<file path="src/rtl/cache_arbiter_pkg.sv">
// Shared types for the I/D-cache to memory-port arbiter.
package cache_arbiter_pkg;

  typedef enum logic [1:0] {
    ARB_IDLE    = 2'd0,
    ARB_SERVE_I = 2'd1,
    ARB_SERVE_D = 2'd2,
    ARB_DONE    = 2'd3
  } arb_state_t;

  typedef logic [255:0] cacheline_t;

  // Bits needed to hold a saturating count from 0 up to and including limit.
  function automatic int unsigned cnt_width(input int unsigned limit);
    return (limit < 2) ? 1 : $clog2(limit + 1);
  endfunction

endpackage

</file>
<file path="src/rtl/cache_arbiter_arb_select.sv">
// Combinational priority pick: D-cache wins by default, except when the
// I-cache has already been passed over STARVE_LIMIT times in a row.
module cache_arbiter_arb_select #(
  parameter int unsigned STARVE_LIMIT = 4,
  parameter int unsigned CNT_W        = 3
) (
  input  logic             i_pend,
  input  logic             i_d_pend,
  input  logic [CNT_W-1:0] i_starve_cnt,
  output logic             o_grant_i,
  output logic             o_grant_d
);

  logic w_force_i;

  // I is forced only when it is waiting and its starvation allowance is used up
  always_comb begin
    w_force_i = i_pend && (i_starve_cnt == CNT_W'(STARVE_LIMIT));
    o_grant_d = i_d_pend && !w_force_i;
    o_grant_i = i_pend && !o_grant_d;
  end

endmodule

</file>
<file path="src/rtl/cache_arbiter.sv">
// Arbitrates the single cacheline memory port between the I-cache and
// D-cache miss paths. One 256-bit transaction at a time; the granted request
// is latched and presented unchanged until the adaptor answers.
module cache_arbiter
  import cache_arbiter_pkg::*;
#(
  parameter int unsigned LINE_W       = 256,
  parameter int unsigned ADDR_W       = 32,
  parameter int unsigned STARVE_LIMIT = 4
) (
  input  logic              clk,
  input  logic              rst_n,
  input  logic              i_read,
  input  logic [ADDR_W-1:0] i_addr,
  output logic [LINE_W-1:0] i_rdata,
  output logic              i_resp,
  input  logic              d_read,
  input  logic              d_write,
  input  logic [ADDR_W-1:0] d_addr,
  input  logic [LINE_W-1:0] d_wdata,
  output logic [LINE_W-1:0] d_rdata,
  output logic              d_resp,
  output logic              mem_read,
  output logic              mem_write,
  output logic [ADDR_W-1:0] mem_addr,
  output logic [LINE_W-1:0] mem_wdata,
  input  logic [LINE_W-1:0] mem_rdata,
  input  logic              mem_resp,
  output logic              busy,
  output logic              grant_d
);

  localparam int unsigned CNT_W = cnt_width(STARVE_LIMIT);

  arb_state_t        r_state;
  arb_state_t        w_state_nxt;
  logic [CNT_W-1:0]  r_starve_cnt;
  logic              r_last_d;
  logic [ADDR_W-1:0] r_addr;
  logic [LINE_W-1:0] r_wdata;
  logic [LINE_W-1:0] r_i_rdata;
  logic [LINE_W-1:0] r_d_rdata;
  logic              r_mem_read;
  logic              r_mem_write;
  logic              r_i_resp;
  logic              r_d_resp;

  logic w_i_pend;
  logic w_d_pend;
  logic w_grant_i;
  logic w_grant_d;
  logic w_take_i;
  logic w_take_d;
  logic w_done_i;
  logic w_done_d;

  assign w_i_pend = i_read;
  assign w_d_pend = d_read | d_write;

  cache_arbiter_arb_select #(
    .STARVE_LIMIT (STARVE_LIMIT),
    .CNT_W        (CNT_W)
  ) u_arb_select (
    .i_pend       (w_i_pend),
    .i_d_pend     (w_d_pend),
    .i_starve_cnt (r_starve_cnt),
    .o_grant_i    (w_grant_i),
    .o_grant_d    (w_grant_d)
  );

  // Grants are only taken in IDLE; completions only count while serving.
  assign w_take_d = (r_state == ARB_IDLE) && w_grant_d;
  assign w_take_i = (r_state == ARB_IDLE) && w_grant_i;
  assign w_done_i = (r_state == ARB_SERVE_I) && mem_resp;
  assign w_done_d = (r_state == ARB_SERVE_D) && mem_resp;

  // State register
  always_ff @(posedge clk or negedge rst_n) begin
    if (!rst_n) begin
      r_state <= ARB_IDLE;
    end else begin
      r_state <= w_state_nxt;
    end
  end

  // Next-state logic: DONE lasts one cycle so the cache can drop its request
  always_comb begin
    w_state_nxt = r_state;
    case (r_state)
      ARB_IDLE: begin
        if (w_grant_d) begin
          w_state_nxt = ARB_SERVE_D;
        end else if (w_grant_i) begin
          w_state_nxt = ARB_SERVE_I;
        end
      end
      ARB_SERVE_I,
      ARB_SERVE_D: begin
        if (mem_resp) begin
          w_state_nxt = ARB_DONE;
        end
      end
      ARB_DONE: w_state_nxt = ARB_IDLE;
      default:  w_state_nxt = ARB_IDLE;
    endcase
  end

  // Output logic: memory side and status come straight from registers
  always_comb begin
    busy      = (r_state != ARB_IDLE);
    grant_d   = r_last_d;
    mem_read  = r_mem_read;
    mem_write = r_mem_write;
    mem_addr  = r_addr;
    mem_wdata = r_wdata;
    i_rdata   = r_i_rdata;
    d_rdata   = r_d_rdata;
    i_resp    = r_i_resp;
    d_resp    = r_d_resp;
  end

  // Latch the winner's request at grant; drop the memory strobe after the response
  always_ff @(posedge clk or negedge rst_n) begin
    if (!rst_n) begin
      r_addr      <= '0;
      r_wdata     <= '0;
      r_mem_read  <= 1'b0;
      r_mem_write <= 1'b0;
    end else if (w_take_d) begin
      r_addr      <= d_addr;
      r_wdata     <= d_wdata;
      // d_write wins if both are (illegally) raised together
      r_mem_write <= d_write;
      r_mem_read  <= !d_write;
    end else if (w_take_i) begin
      r_addr      <= i_addr;
      r_mem_read  <= 1'b1;
      r_mem_write <= 1'b0;
    end else if (w_done_i || w_done_d) begin
      r_mem_read  <= 1'b0;
      r_mem_write <= 1'b0;
    end
  end

  // Return the line to the granted side only, with a one-cycle response pulse
  always_ff @(posedge clk or negedge rst_n) begin
    if (!rst_n) begin
      r_i_rdata <= '0;
      r_d_rdata <= '0;
      r_i_resp  <= 1'b0;
      r_d_resp  <= 1'b0;
    end else begin
      r_i_resp <= w_done_i;
      r_d_resp <= w_done_d;
      if (w_done_i) begin
        r_i_rdata <= mem_rdata;
      end
      if (w_done_d) begin
        r_d_rdata <= mem_rdata;
      end
    end
  end

  // Count D grants that passed over a waiting I; any other grant clears it
  always_ff @(posedge clk or negedge rst_n) begin
    if (!rst_n) begin
      r_starve_cnt <= '0;
    end else if (w_take_d) begin
      if (!w_i_pend) begin
        r_starve_cnt <= '0;
      end else if (r_starve_cnt != CNT_W'(STARVE_LIMIT)) begin
        r_starve_cnt <= r_starve_cnt + CNT_W'(1);
      end
    end else if (w_take_i) begin
      r_starve_cnt <= '0;
    end
  end

  // Remember which side was granted last; held through IDLE for the stall unit
  always_ff @(posedge clk or negedge rst_n) begin
    if (!rst_n) begin
      r_last_d <= 1'b0;
    end else if (w_take_d) begin
      r_last_d <= 1'b1;
    end else if (w_take_i) begin
      r_last_d <= 1'b0;
    end
  end

  // Protocol checks on the adaptor and the D-cache request encoding
  a_resp_in_flight : assert property (@(posedge clk) disable iff (!rst_n)
    !(mem_resp && ((r_state == ARB_IDLE) || (r_state == ARB_DONE))))
    else $warning("cache_arbiter: mem_resp with no transaction in flight");

  a_d_one_hot : assert property (@(posedge clk) disable iff (!rst_n)
    !(d_read && d_write))
    else $warning("cache_arbiter: d_read and d_write asserted together");

endmodule

</file>
<file path="config.mk">
export PLATFORM = sky130hd
export DESIGN_NAME = cache_arbiter
export DESIGN_NICKNAME = d
export VERILOG_FILES = /design/src/rtl/cache_arbiter_pkg.sv /design/src/rtl/cache_arbiter_arb_select.sv /design/src/rtl/cache_arbiter.sv
export SDC_FILE = /design/constraint.sdc
export NUM_CORES = 2
export LEC_CHECK = 0
export ABC_AREA = 1
export BUFFER_PORTS_ARGS = -buffer_cell sky130_fd_sc_hd__buf_2
export CAP_MARGIN = 20
export CORE_AREA = 2 2 545 547
export DETAILED_ROUTE_END_ITERATION = 8
export DIE_AREA = 0 0 547 549
export PLACE_DENSITY = 0.35
export SYNTH_ARGS = -nofsm -noshare
export SYNTH_HDL_FRONTEND = slang
export SYNTH_SLANG_ARGS = --single-unit
</file>
<file path="constraint.sdc">
create_clock -name clk -period 2 [get_ports clk]
set_input_delay 0.2 -clock clk [delete_from_list [all_inputs] [get_ports clk]]
set_output_delay 0.2 -clock clk [all_outputs]
set_load 0.03 [all_outputs]
</file>
## After elaboration in Yosys (flattened, before gate mapping)

Cells that the tools add are included.

| cells by class | value |
|---|---|
| $add $sub $neg | 1 |
| multipliers | 0 |
| divide/modulo/power cells | 0 |
| $lt $le $gt $ge | 0 |
| equality and inequality tests | 8 |
| shifts and indexed selects | 0 |
| multiplexer cells | 17 |
| bitwise gates (word level) | 1 |
| reductions and logical operators | 18 |

Operators with widths:

| kind | number |
|---|---|
| $mux W32 | 2 |
| $mux W3 | 4 |
| $logic_and A1 B1 Y1 | 7 |
| $mux W1 | 7 |
| $mux W2 | 3 |
| $ne A3 B3 Y1 const B | 2 |
| $pmux W2 S3 | 1 |
| $eq A2 B2 Y1 const B | 2 |
| $reduce_and A2 Y1 | 2 |
| $reduce_bool A2 Y1 | 2 |
| $add A3 B1 Y3 const B | 1 |
| $eq A3 B3 Y1 const B | 1 |
| $logic_not A1 Y1 | 3 |
| $ne A3 B2 Y1 const B | 1 |
| $reduce_bool A3 Y1 | 1 |
| $eq A2 B1 Y1 const B | 1 |
| $logic_not A2 Y1 | 1 |
| $ne A2 B2 Y1 const B | 1 |
| $reduce_or A2 Y1 | 1 |
| $logic_or A1 B1 Y1 | 1 |
| $or A1 B1 Y1 | 1 |

| storage, ports and cells | value |
|---|---|
| register bits after elaboration | 810 |
| latch bits | 0 |
| RAM bits | 0 |
| bits in read-only memories | 0 |
| input port bits | 582 |
| output and inout port bits | 806 |
| word-level logic and storage cells | 56 |
| memories kept | 0 |

## Longest topological paths before layout

| depth | value |
|---|---|
| word-level depth | 9 |
| mapped depth | 9 |

## Cells and area by module

Synthesis repeated with hierarchy kept, for this count alone.

| second synthesis, totals | value |
|---|---|
| cell total of the unflattened synthesis | 3238 |
| area, all modules | 30346.6 µm² |

By module, submodules not included:

| module | times used | cells each | area an instance (µm²) |
|---|---|---|---|
| cache_arbiter | 1 | 3231 | 30309.1 |
| cache_arbiter_arb_select | 1 | 7 | 37.5 |

## Worst setup path after synthesis

Ideal clock, no wire load.

| timing path | value |
|---|---|
| path kind | reg-to-reg |
| start | register r_state[0] |
| end | register r_addr[2] (netlist: mem_addr[2]) |
| library setup time | 65 ps |
| data arrival time | 1523 ps |
| path slack | 412 ps |
| cell stages (with the launch flop) | 9 |
| path buffers | 2 |
| cell sequence | dfrtp_1 -> inv_1 -> ha_1 -> buf_2 -> inv_1 -> a21oi_2 -> buf_2 -> nand3_1 -> nand2_1 |

| on the way | value |
|---|---|
| longest elaborated chain between the ends | 3 |
| elaborated cells between the ends (all ways) | 5 |

RTL lines:

| what | RTL line | source |
|---|---|---|
| from (decl) | cache_arbiter.sv:35 | `arb_state_t r_state;` |
| from (signal assigned) | cache_arbiter.sv:82 | `r_state <= w_state_nxt;` |
| $logic_not A2 Y1 (*) | cache_arbiter.sv:72, cache_arbiter.sv:73 |  |
| $logic_and A1 B1 Y1, on equally long branches | cache_arbiter.sv:72, cache_arbiter.sv:73 |  |
| $mux W32 or $reduce_bool A2 Y1 (tied branches) | -- |  |
| to (signal assigned) | cache_arbiter.sv:130 | `r_addr <= d_addr;` |
| to (signal assigned) | cache_arbiter.sv:136 | `r_addr <= i_addr;` |
| to (decl) | cache_arbiter.sv:39 | `logic [ADDR_W-1:0] r_addr;` |

Every way passes the cells marked *; elsewhere a longest branch is shown, timed or not.
A chain may end at the register's enable or synchronous reset.

## Worst setup path after layout

| timing path | value |
|---|---|
| start | register r_state[0] |
| end | output port busy |

| on the way | value |
|---|---|
| longest elaborated chain between the ends | 1 |

RTL lines:

| what | RTL line | source |
|---|---|---|
| $reduce_bool A2 Y1 | cache_arbiter.sv:110 | `busy = (r_state != ARB_IDLE);` |
| to (decl) | cache_arbiter.sv:29 | `output logic busy,` |

Every way passes these cells.

==> flow_summary.json <==
{
  "drt_first_iter_violations": 2326,
  "core_region_area_mm2": 0.295,
  "crit_family": "flip-flops",
  "grt_pass1_vias": 32148,
  "cp.arrival_ns": 1.66,
  "syn_area_mm2": 0.0308,
  "hold_path.class": "input pin to register",
  "worstSetupStartpointType": "register",
  "drive_above_1_share_pct": 31.1,
  "holdPathStages": 4,
  "finalCritPeriodShare_pct": 93.0,
  "htreeDepth": 3,
  "synth_nets": 3917,
  "dp.cells": 8575,
  "port_buffers": 1387,
  "fmax_ghz": 0.538,
  "finalHoldViolCount": 0,
  "critPathSlowestCell": "dfrtp_1",
  "syn_inst": 3329,
  "grt_pass1_wl_mm": 281,
  "path_clk_slew_ns": 0.06,
  "die_w_um": 547,
  "period_needed_ns": 1.86,
  "place_congestion": 0.889,
  "clk_latency_ns": 0.83,
  "highest_layer": "met5",
  "synth_area_leader_cell": "dfrtp_1",
  "synth_flop_cell": "dfrtp_1",
  "grt-ovfl-total": 0,
  "num_rows": 200,
  "rsz0062_at_grt": "true",
  "leakage_nw": 27.4,
  "synth_top_area_share_pct": 65.9,
  "required_ns": 1.80,
  "worstMarginPinSlew_ns": 0.620,
  "antenna_found_initial": 102,
  "skew_ns": 0.0616,
  "timing.critical_path.buf_inv": 3,
  "grt_use_total_pct": 13.5,
  "layout.nets": 5931,
  "synthArstFlopShare_pct": 100,
  "ys_warn_count": 0,
  "ant_nets": 0,
  "vias": 30853,
  "max_slew_margin_pct": 58.7,
  "ys_seq_elements": 810,
  "drt_wl_total_mm": 212,
  "drv_cap": 0,
  "hpwl_mm": 175,
  "synth.most_common_cell": "nand2_1",
  "instances_no_fill": 9396,
  "wirelength_met1_mm": 91.3,
  "numClockSinks": 810,
  "viasPerCell": 3.28,
  "drv_slew": 0,
  "crit_cells": 4,
  "peakVddDrop_mv": 0.845,
  "met2_length_mm": 92.3,
  "worst_setup_path_end_kind": "primary output",
  "synth.area.top_cells": "dfrtp_1 66%, nand2_1 17%, o21ai_0 8.4%",
  "clock-root-buffer": "clkbuf_16",
  "grt_max_degree": 95,
  "cp_slowest_stage_delay_ns": 0.39,
  "synth_commonest_cells": "1391 x nand2_1, 810 x dfrtp_1, 518 x o21ai_0",
  "met3_length_mm": 23.6,
  "die_y_um": 549,
  "status": "finished clean",
  "floorplan.die_area_mm2": 0.300,
  "rr_worst_depth": 7,
  "synth_edf_count": 0,
  "ys_seq_area_share_pct": 65.9,
  "cts_tree": "done",
  "finalSetupViolCount": 0,
  "start_util_pct": 10.4,
  "utilization_pct": 17.9,
  "worstSetupPathType": "register to primary output",
  "synth_cell_type_count": 19,
  "path_cells": "inv_2, ha_4, inv_6, buf_8",
  "syn2layout_area_growth_pct": 71.4,
  "clk_path_buf_depth": 4,
  "crit_fanout": 2,
  "wl_per_cell_um": 22.6,
  "io_pins": 1388,
  "drc": 0,
  "dr.pass1.iters": 6,
  "postSynthAreaPerCell_um2": 9.24,
  "p_per_area_mw_per_mm2": 1780,
  "total_power_w": 0.0941,
  "cts_inserted_buffers": 109
}
## logic make-up after synthesis
group	synth area share [%]
xor+xnor	0.0285
flops	65.9
fa+ha+maj	0.244
buf+inv	6.95
simple gates	18.4
compound gates	8.48
## area by class of cell
class | count | area, um^2
fillers | 33407 | 242000
diodes | 34 | 85.1
clock inverters | 36 | 344
multi-input cells | 1997 | 8440
inverters | 334 | 1270
repair buffers | 2090 | 14300
repair inverters | 1 | 8.76
clock buffers | 155 | 3080
well taps | 3939 | 4930
flip-flops and latches | 810 | 20300
## cell usage in the layout (no fill, tap or decap)
| cell | Yosys | layout |
|---|---|---|
| buf_12 | 0 | 48 |
| nand2_2 | 3 | 1 |
| nand2_1 | 1391 | 1391 |
| clkinv_16 | 0 | 1 |
| clkinv_4 | 0 | 2 |
| ha_2 | 0 | 1 |
| clkinv_2 | 0 | 19 |
| clkbuf_8 | 0 | 16 |
| inv_1 | 333 | 330 |
| nor2_1 | 2 | 2 |
| buf_2 | 62 | 1385 |
| buf_8 | 0 | 2 |
| nand3_4 | 1 | 2 |
| buf_4 | 26 | 71 |
| ha_4 | 0 | 2 |
| o21ai_0 | 518 | 518 |
| dlygate4sd3_1 | 0 | 584 |
| ha_1 | 6 | 3 |
| nand2_8 | 0 | 2 |
| clkinvlp_4 | 0 | 6 |
| clkinv_8 | 0 | 1 |
| xor2_1 | 1 | 1 |
| inv_6 | 0 | 5 |
| dfrtp_1 | 810 | 810 |
| diode_2 | 0 | 34 |
| nand3_1 | 39 | 39 |
| nand4_1 | 32 | 32 |
| inv_16 | 0 | 2 |
| o21ai_2 | 1 | 1 |
| bufinv_16 | 0 | 3 |
| nand2_4 | 0 | 1 |
| clkbuf_1 | 85 | 29 |
| clkbuf_16 | 0 | 110 |
| inv_2 | 1 | 2 |
| a21oi_2 | 1 | 1 |
## worst min-delay path: cells and delay by family
family        cells  cell delay (ns)
buf+inv           2             0.61
simple gates      2             0.09
## stage by stage
stage	TNS (ns)	hold WS, ns	cell area, um^2	worst slack, ns
floorplan	0	-0.0956	30800	0.412
global placement	0	0.158	43200	0.195
detailed placement	0	0.161	43200	0.175
CTS	-0.0438	0.00648	52500	-0.0438
global route	-0.00150	0.0606	52700	-0.00150
finish	0	0.115	52700	0.140
## worst paths after layout
kind                         startpoint        endpoint  slack, ns
hold / removal             d_wdata[107]  mem_wdata[107]       0.11
setup / recovery             r_state[0]            busy       0.14
max in group asynchronous         rst_n     d_rdata[29]       1.09
min in group asynchronous         rst_n    mem_addr[16]       0.28
hold reg to reg            mem_addr[19]    mem_addr[19]       0.47
setup reg to reg             r_state[1]     i_rdata[79]       0.14
## layer usage
metal  track usage (%)  vias up
li1                  -    14354
met1              17.1    14831
met2              20.8     1371
met3              6.19      251
met4              3.03       46
met5                 0        -
## sequential cells by signal (all words and copies together), names as in the netlist
name / cells
d_resp: 1
i_rdata: 256
mem_addr: 32
r_state: 2
mem_wdata: 256
d_rdata: 256
mem_write: 1
mem_read: 1
i_resp: 1
grant_d: 1
r_starve_cnt: 3
## what timing repair did
| item | CTS | global route |
|---|---|---|
| gates cloned | 0 | 2 |
| setup buffers | 6 | 6 |
| hold buffers | 584 | 0 |
| hold endpoints to repair | 1538 | 0 |
| endpoints found under the setup margin | 1 | 45 |
| gates resized for setup | 9 | 6 |
| pin swaps | 1 | 2 |
## report_power, final
part	internal, W	total (W)	switching (W)
combinational	0.0118	0.0459	0.0341
sequential	0.0241	0.0290	0.00483
clock	0.0111	0.0192	0.00815
total	0.0470	0.0941	0.0470
(Power assumes the default switching activity.)
